## src/rtl/branch_predictor.sv

```systemverilog
// branch_predictor: direct-mapped fetch-side branch predictor with mispredict feedback
// Ports:
//   clk, rst_n          clock, asynchronous active-low reset
//   pred_pc             fetch PC looked up combinationally
//   pred_hit/taken/target  prediction for pred_pc (target is pc+4 when not taken)
//   upd_*               resolved branch from execute, learned at the rising edge
//   mispredict          registered one-cycle redirect pulse
//   redirect_pc         correct next PC of the most recent resolved branch
//   mispredict_cnt      saturating mispredict count
module branch_predictor #(
   parameter int ENTRIES = 16,
   parameter int CNT_W   = 16
) (
   input  logic             clk,
   input  logic             rst_n,
   input  logic [31:0]      pred_pc,
   output logic             pred_hit,
   output logic             pred_taken,
   output logic [31:0]      pred_target,
   input  logic             upd_en,
   input  logic [31:0]      upd_pc,
   input  logic             upd_taken,
   input  logic [31:0]      upd_target,
   input  logic             upd_pred_taken,
   input  logic [31:0]      upd_pred_target,
   output logic             mispredict,
   output logic [31:0]      redirect_pc,
   output logic [CNT_W-1:0] mispredict_cnt
);
   localparam int IDX = $clog2(ENTRIES);
   localparam int TW  = 30 - IDX;
   logic [ENTRIES-1:0] valid;
   logic [TW-1:0]      tags    [ENTRIES];
   logic [31:0]        targets [ENTRIES];
   logic [1:0]         ctr     [ENTRIES];
   logic [IDX-1:0]     p_idx, u_idx;
   logic [TW-1:0]      p_tag, u_tag;
   logic               u_hit, cond;
   logic               unused_bits;

   assign unused_bits = ^{pred_pc[1:0], upd_pc[1:0]};
   assign p_idx = pred_pc[IDX+1:2];
   assign p_tag = pred_pc[31:IDX+2];
   assign u_idx = upd_pc[IDX+1:2];
   assign u_tag = upd_pc[31:IDX+2];

   // Lookup sees only pre-edge table contents; no bypass from a same-cycle update.
   always_comb begin
      pred_hit    = valid[p_idx] && tags[p_idx] == p_tag;
      pred_taken  = pred_hit && ctr[p_idx][1];
      pred_target = pred_taken ? targets[p_idx] : pred_pc + 32'd4;
   end

   assign u_hit = valid[u_idx] && tags[u_idx] == u_tag;
   assign cond  = upd_en && (upd_taken != upd_pred_taken ||
                             (upd_taken && upd_pred_target != upd_target));

   always_ff @(posedge clk or negedge rst_n) begin
      if (!rst_n) begin
         valid <= '0;
         for (int i = 0; i < ENTRIES; i++) ctr[i] <= 2'b01;
      end else if (upd_en) begin
         if (u_hit)
            ctr[u_idx] <= upd_taken ? (ctr[u_idx] == 2'b11 ? 2'b11 : ctr[u_idx] + 2'd1)
                                    : (ctr[u_idx] == 2'b00 ? 2'b00 : ctr[u_idx] - 2'd1);
         else if (upd_taken) begin
            valid[u_idx] <= 1'b1;
            ctr[u_idx]   <= 2'b10;
         end
      end
   end

   // A taken update either refreshes the target of a hit (tag unchanged) or allocates.
   always_ff @(posedge clk) begin
      if (upd_en && upd_taken) begin
         tags[u_idx]    <= u_tag;
         targets[u_idx] <= upd_target;
      end
   end

   always_ff @(posedge clk or negedge rst_n) begin
      if (!rst_n) begin
         mispredict     <= 1'b0;
         redirect_pc    <= '0;
         mispredict_cnt <= '0;
      end else begin
         mispredict <= cond;
         if (upd_en) redirect_pc <= upd_taken ? upd_target : upd_pc + 32'd4;
         if (cond && !(&mispredict_cnt)) mispredict_cnt <= mispredict_cnt + 1'b1;
      end
   end
endmodule

```

## config.mk

```make
export PLATFORM = sky130hd
export DESIGN_NAME = branch_predictor
export DESIGN_NICKNAME = d
export VERILOG_FILES = /design/src/rtl/branch_predictor.sv
export SDC_FILE = /design/constraint.sdc
export NUM_CORES = 1
export LEC_CHECK = 0
export CORE_MARGIN = 5
export CORE_UTILIZATION = 40
export DETAILED_ROUTE_END_ITERATION = 8
export HOLD_SLACK_MARGIN = 0.03
export PLACE_DENSITY = 0.67
export SLEW_MARGIN = 15
export SYNTH_ARGS = -nofsm -noshare
export SYNTH_HDL_FRONTEND = slang
export SYNTH_SLANG_ARGS = --single-unit
```

## constraint.sdc

```tcl
create_clock -name clk -period 10.7 [get_ports clk]
set_input_delay 2.14 -clock clk [delete_from_list [all_inputs] [get_ports clk]]
set_output_delay 2.14 -clock clk [all_outputs]
set_load 0.02 [all_outputs]
```

==> metrics <==
switching pwr=2240 uW; Vias/cell=6.33; CP required=8560 ps; Primary FF master, synth=edfxtp_1; clock power share=40.4%; post-route setup slack=1540 ps; first-pass GRT wire length=214,000 microns; CP Max Fanout=32; Rows=125; Critical-path top delay cell=mux4_2; nets=2,955; Final min period=9160 ps; initial core utilization=40.3%; CTS tree=done; combinational share of power=10.7%; Worst VDD drop=135 uV; Detailed Route WL=152,000 microns; Slew headroom=14.2%; Post-Syn Area=0.0468 sq mm; Setup crit start kind=input port; GP Congestion=0.970; die area=0.124 sq mm; total grt overflow=0; Root Buffer Master=clkbuf_16; core area=0.116 sq mm; WL/cell=34.2 microns; fraction of registers with async set/reset=9.46%; layout cells sized above 1=25.0%; Synthesized Nets=2,723; number of buffers created by CTS=107; Yosys cell types=79; Die Y=352 microns; Final setup viols=0; ranking of synthesized cells by area=edfxtp_1 59%, mux4_2 17%, dfrtp_1 4.3%; first drt pass iteration count=6; clock skew=51.0 ps; setup total negative slack=0 ps; initial antenna violation count=11; synthesized area per cell=18.1 sq um; post-synth top area cell=edfxtp_1; Power Internal=7030 uW; DR iter-0 viols=4,150; clock tree buffer depth=3; fillers=9,707; Critical Path Sink Type=output port; cts repair resizes=0; Tcrit/Tclk final=85.6%; worst stage delay on the critical path=750 ps; status=finished, final reports clean; post-synthesis sequential area ratio=64.7%; Buffers on Ports=215; Net Sw Frac=24.2%; critical path, cell by cell=clkdlybuf4s50_1 -> buf_4 -> clkinv_2 -> mux4_2 -> mux2i_1 -> xnor2_1 -> nand3_1 -> a2111oi_0 -> nand4_1 -> buf_4 -> mux2_1 -> clkdlybuf4s50_1; Placed Area=0.0507 sq mm; P_leak=0.0178 uW; CTS Hold Bufs=0; largest net degree at the start of global routing=129; Pwr Density=171 mW/mm^2; final instance area=0.0543 sq mm; Die Wd=352 microns; DRC viols=0; # Max-Cap Violations=0; register share of total power=48.9%; Final Hold Fails=0; Post-CTS Setup Inserts=0; WP buf/inv=5; All-Layer GR Usage=23.9%; Crit path max-delay family=buffers and inverters; Setup CP Type=in2out; crit path DAT=7020 ps; Ports=216; worst reg-to-reg setup slack=6270 ps; Slew @ Worst Pin=1280 ps; hpwl dp=96,300 microns; Mapped Cells=2,584; vias in the first global route=28,300; yosys warns=0; CTS Sinks=1,025; cell count of the worst hold path=2; worst r2r path cells=8; EDFF count, synth=928; Skew-Pair Late Insertion Delay=730 ps; clock transition at the registers of the reported paths=60 ps; RSZ-0062 raised after global routing=no; via count=28,100; area grow syn2layout=15.9%; pre-CTS WS=1660 ps; worst hold path type=reg2reg; Stages on worst setup path=12; H-tree Lvls=3; remaining antenna violation count=0; Max Freq=109 MHz; Seq cells post-synth=1,025; Yosys top cell area share=59.5%; Max Slew Vio Count=0
-- through the flow --
| stage | std cells | util (%) | hold WS [ps] | power [uW] |
|---|---|---|---|---|
| floorplan | 2584 | - | 447 | 5140 |
| global placement | 4231 | 43.7 | 463 | 5570 |
| detailed placement | 4231 | 43.7 | 466 | 5600 |
| CTS | 4433 | 46.7 | 474 | 9320 |
| global route | 4434 | 46.7 | 490 | 9550 |
| finish | 4436 | 46.7 | 470 | 9280 |
-- power groups by stage --
stage / registers [uW] / logic, uW / clock network [uW]
CTS: 4540 / 984 / 3800
detailed placement: 4620 / 979 / 0
finish: 4540 / 990 / 3750
global route: 4550 / 1030 / 3970
floorplan: 4630 / 513 / 0
global placement: 4610 / 965 / 0
-- registers in the layout, indices dropped and copies added, names as in the netlist --
| name | count |
|---|---|
| targets | 512 |
| tags | 416 |
| valid | 16 |
| mispredict_cnt | 16 |
| ctr | 32 |
| mispredict | 1 |
| redirect_pc | 32 |
-- cells in the final DEF, fill, tap and decap left out, types with 8 or more instances in the layout --
cell type        count
a22o_1              11
nand2b_1            13
clkbuf_16          108
nand3_1             30
clkinv_1            22
o31ai_1              9
nand4_1             40
clkbuf_1            27
o21bai_1            15
and3_1              12
mux2_2              66
nor2_1              64
nor2b_1             11
nor3_1              23
o21ai_0             40
nor4_1              14
and2_1               9
inv_1               23
nor4_4               8
xor2_1              72
mux4_2             358
edfxtp_1           928
buf_4               80
xnor2_1             88
clkdlybuf4s50_1    206
nand2_1            126
dfstp_2             16
bufinv_16           10
a31oi_1              8
and4_1              12
dfrtp_1             81
o22ai_1             13
a22oi_1             18
mux2i_1            167
clkinv_2            36
a21oi_1             16
-- path summary, 6_finish.rpt --
kind	to	startpoint
hold / removal	ctr[18]	ctr[18]
hold reg to reg	ctr[18]	ctr[18]
max in group asynchronous	redirect_pc[22]	rst_n
setup reg to reg	valid[10]	tags[12][8]
min in group asynchronous	mispredict_cnt[8]	rst_n
setup / recovery	pred_target[15]	pred_pc[5]
-- layer usage --
layer	GRT usage [%]	part of all wire, %	vias up
li1	-	-	11000
met1	33.0	39	14800
met2	36.8	46	2005
met3	7.05	12	267
met4	7.24	3.1	6
met5	0	0.026	-
-- worst reg2reg max path, cell delays in order, from the launching register on --
cell	delay (ps)
edfxtp_1	420
mux4_2	480
a22oi_1	250
a21oi_1	210
nor4_1	330
o311ai_1	350
or4b_2	1130
nor3_2	930
o21bai_1	150
-- final cells by class --
type	instances	area, sq um	area share, %
Multi-Input combinational cell	1346	15500	28.6
Tap cell	1524	1910	3.51
Sequential cell	1025	30300	55.9
Clock inverter	61	652	1.20
Timing Repair Buffer	297	2810	5.18
Antenna cell	3	7.51	0.0138
Clock buffer	141	2890	5.32
Inverter	39	166	0.307
-- Yosys cell counts, drive strengths merged (13+ instances only) --
library cell and count:
a21oi 16, a22oi 18, buf 99, clkbuf 75, dfrtp 81, dfstp 16, edfxtp 928, inv 39
mux2 70, mux2i 167, mux4 358, nand2 126, nand2b 13, nand3 30, nand4 40, nor2 65
nor3 24, nor4 26, o21ai 41, o21bai 15, o22ai 14, xnor2 88, xor2 72
-- cells by family (layout without fill, tap and decap cells) --
kind of cell	Yosys count	in the layout	synth area share (%)
xor gates and xnor gates	160	160	2.99
adders and majority gates	8	8	0.203
buffers and inverters	213	538	2.18
and+or+nand+nor	389	389	4.50
muxes	595	595	22.5
DFF	1025	1025	64.7
other	0	3	0
AOI/OAI and AO/OA	194	194	2.94
Power figures use the tool's default switching activity.
